[src/rtl/cu_pkg.sv]
// Shared state encoding and opcode/field helpers for seq_control_unit.
package cu_pkg;

  typedef enum logic [2:0] {
    S_IDLE,
    S_FETCH,
    S_DECODE,
    S_EXEC,
    S_WB,
    S_HALTED
  } state_t;

  localparam int unsigned OP_NOP = 0;

  function automatic int unsigned op_halt(input int unsigned op_w);
    return (32'd1 << op_w) - 32'd1;
  endfunction

  function automatic int unsigned op_brz(input int unsigned op_w);
    return op_halt(op_w) - 32'd1;
  endfunction

  // Low bit of register field idx (0 = A, 1 = B, 2 = W) above the opcode.
  function automatic int unsigned field_lo(input int unsigned op_w,
                                           input int unsigned ra_w,
                                           input int unsigned idx);
    return op_w + idx * ra_w;
  endfunction

endpackage

[src/rtl/cu_decoder.sv]
// Combinational instruction decoder: splits IR into fields and classifies the opcode.
module cu_decoder
  import cu_pkg::*;
#(
  parameter int WORD_W = 20,
  parameter int OP_W   = 5,
  parameter int RA_W   = 5
) (
  input  logic [WORD_W-1:0] i_ir,
  output logic [OP_W-1:0]   o_opcode,
  output logic [RA_W-1:0]   o_ra_a,
  output logic [RA_W-1:0]   o_ra_b,
  output logic [RA_W-1:0]   o_ra_w,
  output logic              o_is_nop,
  output logic              o_is_brz,
  output logic              o_is_halt,
  output logic              o_is_alu
);

  localparam int unsigned A_LO = field_lo(OP_W, RA_W, 0);
  localparam int unsigned B_LO = field_lo(OP_W, RA_W, 1);
  localparam int unsigned W_LO = field_lo(OP_W, RA_W, 2);
  localparam int          USED = OP_W + 3 * RA_W;

  assign o_opcode  = i_ir[OP_W-1:0];
  assign o_ra_a    = i_ir[A_LO +: RA_W];
  assign o_ra_b    = i_ir[B_LO +: RA_W];
  assign o_ra_w    = i_ir[W_LO +: RA_W];

  assign o_is_nop  = (o_opcode == OP_W'(OP_NOP));
  assign o_is_brz  = (o_opcode == OP_W'(op_brz(OP_W)));
  assign o_is_halt = (o_opcode == OP_W'(op_halt(OP_W)));
  assign o_is_alu  = !(o_is_nop || o_is_brz || o_is_halt);

  // Instruction bits above the W field carry no meaning.
  generate
    if (USED < WORD_W) begin : g_spare
      logic w_unused_hi;
      assign w_unused_hi = ^i_ir[WORD_W-1:USED];
    end
  endgenerate

endmodule

[src/rtl/seq_control_unit.sv]
// Multi-cycle fetch/decode/execute/write-back sequencer with memory and ALU handshakes.
// Optional breakpoint support is enabled by defining CU_BREAKPOINT_EN.
module seq_control_unit
  import cu_pkg::*;
#(
  parameter  int WORD_W     = 20,
  parameter  int REG_CNT    = 32,
  parameter  int IMEM_DEPTH = 32,
  parameter  int OP_W       = 5,
  localparam int RA_W       = $clog2(REG_CNT),
  localparam int PC_W       = $clog2(IMEM_DEPTH)
) (
  input  logic              clk,
  input  logic              rst,
  input  logic              start,
  output logic              imem_req,
  output logic [PC_W-1:0]   imem_addr,
  input  logic              imem_ack,
  input  logic [WORD_W-1:0] imem_rdata,
  output logic [RA_W-1:0]   rf_addr_a,
  output logic [RA_W-1:0]   rf_addr_b,
  input  logic [WORD_W-1:0] rf_rdata_a,
  input  logic [WORD_W-1:0] rf_rdata_b,
  output logic              rf_we,
  output logic [RA_W-1:0]   rf_waddr,
  output logic [WORD_W-1:0] rf_wdata,
  output logic              alu_start,
  output logic [OP_W-1:0]   alu_op,
  output logic [WORD_W-1:0] alu_a,
  output logic [WORD_W-1:0] alu_b,
  input  logic              alu_done,
  input  logic [WORD_W-1:0] alu_result,
  output logic [PC_W-1:0]   pc,
  output logic              busy,
  output logic              halted
`ifdef CU_BREAKPOINT_EN
  ,
  input  logic [PC_W-1:0]   bp_addr,
  input  logic              bp_en,
  output logic              bp_hit
`endif
);

  state_t              r_state;
  state_t              w_next;
  logic                r_entry;
  logic [PC_W-1:0]     r_pc;
  logic [WORD_W-1:0]   r_ir;
  logic [WORD_W-1:0]   r_opa;
  logic [WORD_W-1:0]   r_opb;
  logic [WORD_W-1:0]   r_result;
  logic                w_bp_trip;

  logic [OP_W-1:0]     w_opcode;
  logic [RA_W-1:0]     w_ra_a;
  logic [RA_W-1:0]     w_ra_b;
  logic [RA_W-1:0]     w_ra_w;
  logic                w_is_nop;
  logic                w_is_brz;
  logic                w_is_halt;
  logic                w_is_alu;

`ifdef CU_BREAKPOINT_EN
  logic                r_bp_hit;
  logic                r_bp_skip;
`endif

  cu_decoder #(
    .WORD_W (WORD_W),
    .OP_W   (OP_W),
    .RA_W   (RA_W)
  ) u_decoder (
    .i_ir      (r_ir),
    .o_opcode  (w_opcode),
    .o_ra_a    (w_ra_a),
    .o_ra_b    (w_ra_b),
    .o_ra_w    (w_ra_w),
    .o_is_nop  (w_is_nop),
    .o_is_brz  (w_is_brz),
    .o_is_halt (w_is_halt),
    .o_is_alu  (w_is_alu)
  );

  always_comb begin
    w_next    = r_state;
    w_bp_trip = 1'b0;
`ifdef CU_BREAKPOINT_EN
    // Breakpoint is evaluated only on the first FETCH cycle, before any request.
    w_bp_trip = (r_state == S_FETCH) && r_entry && bp_en &&
                (r_pc == bp_addr) && !r_bp_skip;
`endif
    case (r_state)
      S_IDLE:   if (start) w_next = S_FETCH;
      S_FETCH: begin
        if (w_bp_trip)     w_next = S_HALTED;
        else if (imem_ack) w_next = S_DECODE;
      end
      S_DECODE: begin
        if (w_is_halt)     w_next = S_HALTED;
        else if (w_is_alu) w_next = S_EXEC;
        else               w_next = S_FETCH;
      end
      S_EXEC:   if (alu_done) w_next = S_WB;
      S_WB:     w_next = S_FETCH;
      S_HALTED: if (start) w_next = S_FETCH;
      default:  w_next = S_IDLE;
    endcase
  end

  always_ff @(posedge clk) begin
    if (rst) begin
      r_state  <= S_IDLE;
      r_entry  <= 1'b0;
      r_pc     <= '0;
      r_ir     <= '0;
      r_opa    <= '0;
      r_opb    <= '0;
      r_result <= '0;
    end else begin
      r_state <= w_next;
      r_entry <= (w_next != r_state);
      case (r_state)
        S_IDLE:  if (start) r_pc <= '0;
        S_FETCH: if (!w_bp_trip && imem_ack) r_ir <= imem_rdata;
        S_DECODE: begin
          r_opa <= rf_rdata_a;
          r_opb <= rf_rdata_b;
          if (w_is_nop)
            r_pc <= r_pc + PC_W'(1);
          else if (w_is_brz)
            r_pc <= (rf_rdata_a == '0) ? rf_rdata_b[PC_W-1:0] : r_pc + PC_W'(1);
        end
        S_EXEC:  if (alu_done) r_result <= alu_result;
        S_WB:    r_pc <= r_pc + PC_W'(1);
        S_HALTED: begin
`ifdef CU_BREAKPOINT_EN
          if (start && !r_bp_hit) r_pc <= '0;
`else
          if (start) r_pc <= '0;
`endif
        end
        default: ;
      endcase
    end
  end

`ifdef CU_BREAKPOINT_EN
  // A resume from a breakpoint halt skips the check for exactly one fetch.
  always_ff @(posedge clk) begin
    if (rst) begin
      r_bp_hit  <= 1'b0;
      r_bp_skip <= 1'b0;
    end else if (r_state == S_HALTED && start) begin
      r_bp_hit  <= 1'b0;
      r_bp_skip <= r_bp_hit;
    end else begin
      if (w_bp_trip) r_bp_hit <= 1'b1;
      if (r_state == S_FETCH && w_next != S_FETCH) r_bp_skip <= 1'b0;
    end
  end

  assign bp_hit = r_bp_hit;
`endif

  assign imem_req  = (r_state == S_FETCH) && !w_bp_trip;
  assign imem_addr = r_pc;
  assign rf_addr_a = w_ra_a;
  assign rf_addr_b = w_ra_b;
  assign rf_we     = (r_state == S_WB);
  assign rf_waddr  = w_ra_w;
  assign rf_wdata  = r_result;
  assign alu_start = (r_state == S_EXEC) && r_entry;
  assign alu_op    = w_opcode;
  assign alu_a     = r_opa;
  assign alu_b     = r_opb;
  assign pc        = r_pc;
  assign busy      = !(r_state == S_IDLE || r_state == S_HALTED);
  assign halted    = (r_state == S_HALTED);

endmodule

[config.mk]
export PLATFORM = sky130hd
export DESIGN_NAME = seq_control_unit
export DESIGN_NICKNAME = d
export VERILOG_FILES = /design/src/rtl/cu_pkg.sv /design/src/rtl/cu_decoder.sv /design/src/rtl/seq_control_unit.sv
export SDC_FILE = /design/constraint.sdc
export NUM_CORES = 1
export LEC_CHECK = 0
export CAP_MARGIN = 15
export CORE_ASPECT_RATIO = 1.25
export CORE_MARGIN = 5
export CORE_UTILIZATION = 37
export CTS_CLUSTER_DIAMETER = 150
export DETAILED_ROUTE_END_ITERATION = 8
export GPL_ROUTABILITY_DRIVEN = 0
export GPL_TIMING_DRIVEN = 0
export HOLD_SLACK_MARGIN = 0.15
export MAX_ROUTING_LAYER = met4
export PLACE_DENSITY = 0.87
export SYNTH_ARGS = -nofsm -noshare
export SYNTH_HDL_FRONTEND = slang
export SYNTH_HIERARCHICAL = 1
export SYNTH_SLANG_ARGS = --single-unit
export TNS_END_PERCENT = 30
[constraint.sdc]
create_clock -name clk -period 1.9 [get_ports clk]
set_input_delay 0.19 -clock clk [delete_from_list [all_inputs] [get_ports clk]]
set_output_delay 0.19 -clock clk [all_outputs]
set_load 0.005 [all_outputs]
==> flow_summary.yaml, run 1 <==
cells_and_area:
  finalInstanceArea_um2: 6090
  syn2layout_area_growth_pct: 65.5
  nNetsFinal: 761
  antennaDiodeCount: 0
  nFillCells: 796
  multi_input_area_um2: 1660
  drive_above_1_share_pct: 11.5
  regArea_um2: 1790
route:
  vias_per_cell: 4.85
  drc: 0
  vias: 3907
  ant_nets: 0
  drt-total-wl_mm: 11.6
  first_iter_violations: 117
  dr.pass1.iters: 4
  wl_per_cell_um: 14.4
synthesis:
  synthArstFlopShare_pct: 0
  synth_seq_area_share_pct: 48.4
  synth.avg_cell_area_um2: 7.69
  yosysMostFrequentCell: "nand2_1"
  netlist_area_um2: 3680
  synthTopCellsByArea: "dfxtp_1, nand2_1, a21oi_1"
  ys.flop_type: "dfxtp_1"
  yosys.area.top_type: "dfxtp_1"
  synth_edf_count: 0
  syn_inst: 479
  synth_top_area_share_pct: 48.4
  ys_types: 34
  ys_ff_latch: 89
  yosys_warnings: 6
  synth_nets: 565
  yosys-top-cells-count: "nand2_1, dfxtp_1, a21oi_1, clkbuf_1, buf_4"
setup_path:
  slowest_delay_ps: 550
  critPathKind: "flip-flop to flip-flop"
  cp-end-kind: "flip-flop"
  crit_path_frequent_cell: "nor4_4"
  start_kind: "flip-flop"
  r2r-end: "imem_addr[2]$_SDFFE_PP0P_"
  ff2ff_path_depth: 8
  path_cells: "or4_4 > nor2_4 > nor4_4 > nand4_1 > nor4_4 > buf_4 > mux2_4 > a211oi_2"
  cp_max_fo: 6
  cp.arrival_ps: 2230
  r2r_slack_ps: -80
  critPathTopFamily: "simple AND/OR/NAND/NOR gates"
  crit_slowest_cell: "or4_4"
  reg2reg_from: "r_ir[3]$_SDFFE_PP0P_"
  cp_num_buf_inv: 1
  cp_data_required_time_ps: 2150
floorplanning:
  die_w_um: 99.2
  io_pins: 180
  core_area_um2: 9660
  start_util_pct: 38.1
  rows: 40
  die-area_um2: 12100
  die_h_um: 122
power_and_ir_drop:
  powerDensity_nw_per_um2: 730
  clockPowerShare_pct: 38.9
  switching_power_mw: 1.03
  pwr-share-seq_pct: 44.6
  max-vdd-ir-drop_mv: 0.500
  p_leak_nw: 2.18
  p_int_mw: 3.42
  p_comb_share_pct: 16.5
  sw_frac_of_total_pct: 23.2
clock_tree:
  hold_buffers: 0
  clockBufferDepth: 2
  numCtsBuffers: 9
  path_clk_slew_ps: 60
  clk_latency_ps: 330
  htree_levels: 3
  cts_tree: "built"
  root_buffer: "clkbuf_16"
  cts_num_sinks: 89
global_routing:
  antenna_found_initial: 0
  grt_first_pass_wirelength_mm: 18.3
  grt_pass1_vias: 3930
  grt_max_degree: 15
  grt_overflow_total: 0
  grtUsageTotal_pct: 19.2
timing:
  worstMarginPinSlew_ps: 663
  setup_slack_ps: -83.2
  rsz0062_at_grt: "true"
  final.setup.tns_ps: -128
  finalHoldViolations: 0
  fin_worst_skew_ps: 3.66
  fmax_ghz: 0.504
  relSlewSlack_pct: 55.8
  final_max_slew_viol_count: 0
  setup_viol: 4
  timing.final.crit_share_pct: 104
  finalCriticalPeriod_ps: 1980
flow_run:
  drv_cap: 0
hold_path:
  hold_path_startpoint: "rf_rdata_a[14]"
  hold-path-cell-count: 3
  min_path_type: "primary input to flip-flop"
  holdPathEnd: "alu_a[14]$_SDFFE_PP0N_"
placement:
  place_area_um2: 5630
  pre_cts_ws_ps: -567
  place_hpwl_mm: 9.07
  portBuffers: 179
run_status:
  violations: "negative setup slack"
  status: "complete, but fails checks"
[metrics by stage]
stage | total power [mW] | utilization (%) | hold WS, ps | instances
after floorplan | 2.31 | - | 280 | 479
after CTS | 4.50 | 62.7 | 274 | 804
after global placement | 2.70 | 58.3 | 442 | 784
after global routing | 4.64 | 63.1 | 151 | 806
after detailed placement | 2.73 | 58.3 | 447 | 784
final | 4.45 | 63.1 | 167 | 806
[per-layer routing]
metal	vias up	track usage (%)	part of all wire, %
li1	1945	-	-
met1	1790	21.0	40
met2	143	33.8	51
met3	29	4.18	6.6
met4	0	7.43	2.2
met5	-	-	0
[power groups by stage]
stage	Sequential [mW]	Clock, mW	Combinational [mW]
2_1_floorplan	2.02	0	0.288
3_3_place_gp	2.02	0	0.686
3_5_place_dp	2.02	0	0.704
4_1_cts	1.98	1.78	0.733
5_1_grt	1.99	1.86	0.794
6_report	1.98	1.73	0.734
[kinds of logic after synthesis]
group | synth area share (%)
compound gates | 15.7
xor+xnor | 0.714
fa+ha+maj | 0.340
buf+inv | 8.73
flops | 48.4
mux | 0.612
simple gates | 25.6
[layout make-up]
type,instances,share of cell area [%]
Timing Repair Buffer,186,30.2
Sequential cell,89,29.4
Multi-Input combinational cell,330,27.3
Buffer,55,5.34
Clock buffer,11,3.98
Tap cell,126,2.59
Clock inverter,5,0.903
Inverter,4,0.246
[repair_timing]
action,CTS,global route
pin swaps,9,5
resized for setup,33,6
buffers inserted,5,2
endpoints found under the setup margin,10,7
[worst reg2reg max path, cell delays in order, from the launching register on]
cell	delay, ps
dfxtp_2	320
or4_4	550
nor2_4	160
nor4_4	50
nand4_1	130
nor4_4	80
buf_4	150
mux2_4	300
a211oi_2	170
[state kept, by name, summed over array words and instances, names as in the netlist]
register / count
alu_a: 20
r_entry: 1
rf_wdata: 20
imem_addr: 5
r_ir: 20
alu_b: 20
r_state: 3
[worst max path at each step]
stage	start	endpoint	depth (start not counted)
finish	r_ir[3]$_SDFFE_PP0P_	imem_addr[2]$_SDFFE_PP0P_	8
CTS	r_ir[3]$_SDFFE_PP0P_	imem_addr[4]$_SDFFE_PP0P_	7
global route	r_ir[4]$_SDFFE_PP0P_	imem_addr[2]$_SDFFE_PP0P_	8
floorplan	r_ir[0]$_SDFFE_PP0P_	imem_addr[3]$_SDFFE_PP0P_	7
global placement	rf_rdata_a[16]	imem_addr[2]$_SDFFE_PP0P_	6
detailed placement	rf_rdata_a[17]	imem_addr[2]$_SDFFE_PP0P_	6
[layout by cell type, fill, tap and decap left out, drive strengths merged, types with 3 or more instances in the layout]
cell type	instances
nor3	3
nor3b	5
inv	4
buf	34
xor2	3
or3	4
dfxtp	89
nor2	12
o21ai	7
clkbuf	39
nor2b	7
a21oi	88
nand3	7
nand2	168
dlygate4sd2	5
clkdlybuf4s50	172
nor4	4
No activity file was read; power rests on OpenSTA's default activity.
==> run 2, diff against run 1 <==
CORE_UTILIZATION = 35   (was 37)
MAX_ROUTING_LAYER = unset   (was met4)
PLACE_DENSITY = 0.84   (was 0.87)
==> run 2 against run 1 <==
The flow still finishes with violations (negative setup slack). Global-route usage is 1.2 points lower. Critical path depth down 1. Non-clock buffer count decreased by 2. Critical path type is now primary input to flip-flop. Critical endpoint unchanged. Register-to-register slack hardly changed. Hold slack worse by 4.6 ps. Fmax up 0.13%. First-iteration DRC count up 24%. Combinational power hardly changed. Die area grew 5.2%. Design area up 0.27%. Clock power grew 7%.
==> flow_summary.yaml, run 2 (synthesized netlist as in run 1, its figures left out) <==
setup_path:
  cp-end-kind: "flip-flop"
  cp_max_fo: 6
  critPathKind: "primary input to flip-flop"
  cp_data_required_time_ps: 2150
  cp.arrival_ps: 2240
  start_kind: "primary input"
timing:
  setup_slack_ps: -80.6
  relSlewSlack_pct: 61.2
  worstMarginPinSlew_ps: 582
  setup_viol: 4
  timing.final.crit_share_pct: 104
  finalCriticalPeriod_ps: 1980
  finalHoldViolations: 0
  final.setup.tns_ps: -202
  fin_worst_skew_ps: 7.96
  final_max_slew_viol_count: 0
  fmax_ghz: 0.505
  rsz0062_at_grt: "true"
route:
  drt-total-wl_mm: 11.6
  vias_per_cell: 4.80
  dr.pass1.iters: 4
  drc: 0
  wl_per_cell_um: 14.4
  vias: 3880
  first_iter_violations: 145
  ant_nets: 0
run_status:
  violations: "negative setup slack"
  status: "complete, but fails checks"
global_routing:
  grt_overflow_total: 0
  grtUsageTotal_pct: 18.0
  grt_max_degree: 15
  grt_first_pass_wirelength_mm: 18.5
  grt_pass1_vias: 3930
  antenna_found_initial: 0
power_and_ir_drop:
  powerDensity_nw_per_um2: 748
  p_leak_nw: 2.17
  power.total_mw: 4.57
  max-vdd-ir-drop_mv: 0.428
hold_path:
  min_path_type: "primary input to flip-flop"
placement:
  place_hpwl_mm: 8.91
  place_area_um2: 5640
  dp_cells: 790
  portBuffers: 179
clock_tree:
  cts_num_sinks: 89
  cts_tree: "built"
  path_clk_slew_ps: 60
  clk_latency_ps: 330
  numCtsBuffers: 9
  root_buffer: "clkbuf_16"
  htree_levels: 3
  clockBufferDepth: 2
floorplanning:
  die_w_um: 102
  rows: 42
  core_area_um2: 10500
  start_util_pct: 35.2
  die_h_um: 125
  io_pins: 180
  die-area_um2: 12700
cells_and_area:
  antennaDiodeCount: 0
  syn2layout_area_growth_pct: 65.9
  final_util_pct: 58.4
  finalInstanceArea_um2: 6110
  fin_cells: 809
  final_cell_mix: "clkdlybuf4s50_1, nand2_1, a21oi_1"
  final_common_cell: "clkdlybuf4s50_1"
  nNetsFinal: 759
  drive_above_1_share_pct: 11.1
flow_run:
  drv_cap: 0
[run 2: layout make-up]
| class | count | area, um^2 |
|---|---|---|
| Clock buffer | 10 | 229 |
| Fill cell | 900 | 4350 |
| Sequential cell | 89 | 1790 |
| Buffer | 55 | 319 |
| Inverter | 4 | 15.0 |
| Tap cell | 132 | 165 |
| Clock inverter | 5 | 81.3 |
| Multi-Input combinational cell | 330 | 1670 |
| Timing Repair Buffer | 184 | 1830 |
[run 2: repair_timing]
| action | in CTS | in global routing |
|---|---|---|
| pin swaps | 2 | 4 |
| endpoints found under the hold margin | 0 | 1 |
| resized for setup | 32 | 7 |
| endpoints found under the setup margin | 10 | 8 |
| buffers inserted | 3 | 1 |
| hold buffers | 0 | 1 |
[run 2: final timing paths]
path | cells after the start | slack (ps) | from | endpoint
worst max-delay path | 7 | -80 | rf_rdata_a[4] | imem_addr[2]$_SDFFE_PP0P_
worst min-delay path | 3 | 160 | rf_rdata_a[14] | alu_a[14]$_SDFFE_PP0N_
worst min register to register | 2 | 450 | alu_b[19]$_SDFFE_PP0N_ | alu_b[19]$_SDFFE_PP0N_
worst max register to register | 8 | -70 | r_ir[0]$_SDFFE_PP0P_ | imem_addr[2]$_SDFFE_PP0P_
[run 2: per-layer routing]
layer,wire length [um],GRT usage [%],up-vias
met5,0,0,-
met4,252,7.43,0
met3,827,4.09,22
met2,6080,31.5,132
met1,4480,20.4,1792
li1,-,-,1934
[run 2: power by group]
group          internal (mW)  switching, mW  total, mW
sequential              1.93         0.0514       1.99
clock                   1.15          0.706       1.85
combinational          0.432          0.300      0.732
[run 2: critical path, cell delays in order]
cell             delay [ps]
clkdlybuf4s50_1         470
nor4_4                  350
nand4_1                 180
nor4_4                  380
buf_4                   200
mux2_4                  290
a211oi_2                170
[run 2: per-stage QoR]
step           worst slack, ps  hold WS [ps]
2_1_floorplan            -3.50           280
3_3_place_gp              -566           442
3_5_place_dp              -591           447
4_1_cts                   -115           392
5_1_grt                   -140           177
6_report                 -80.6           162
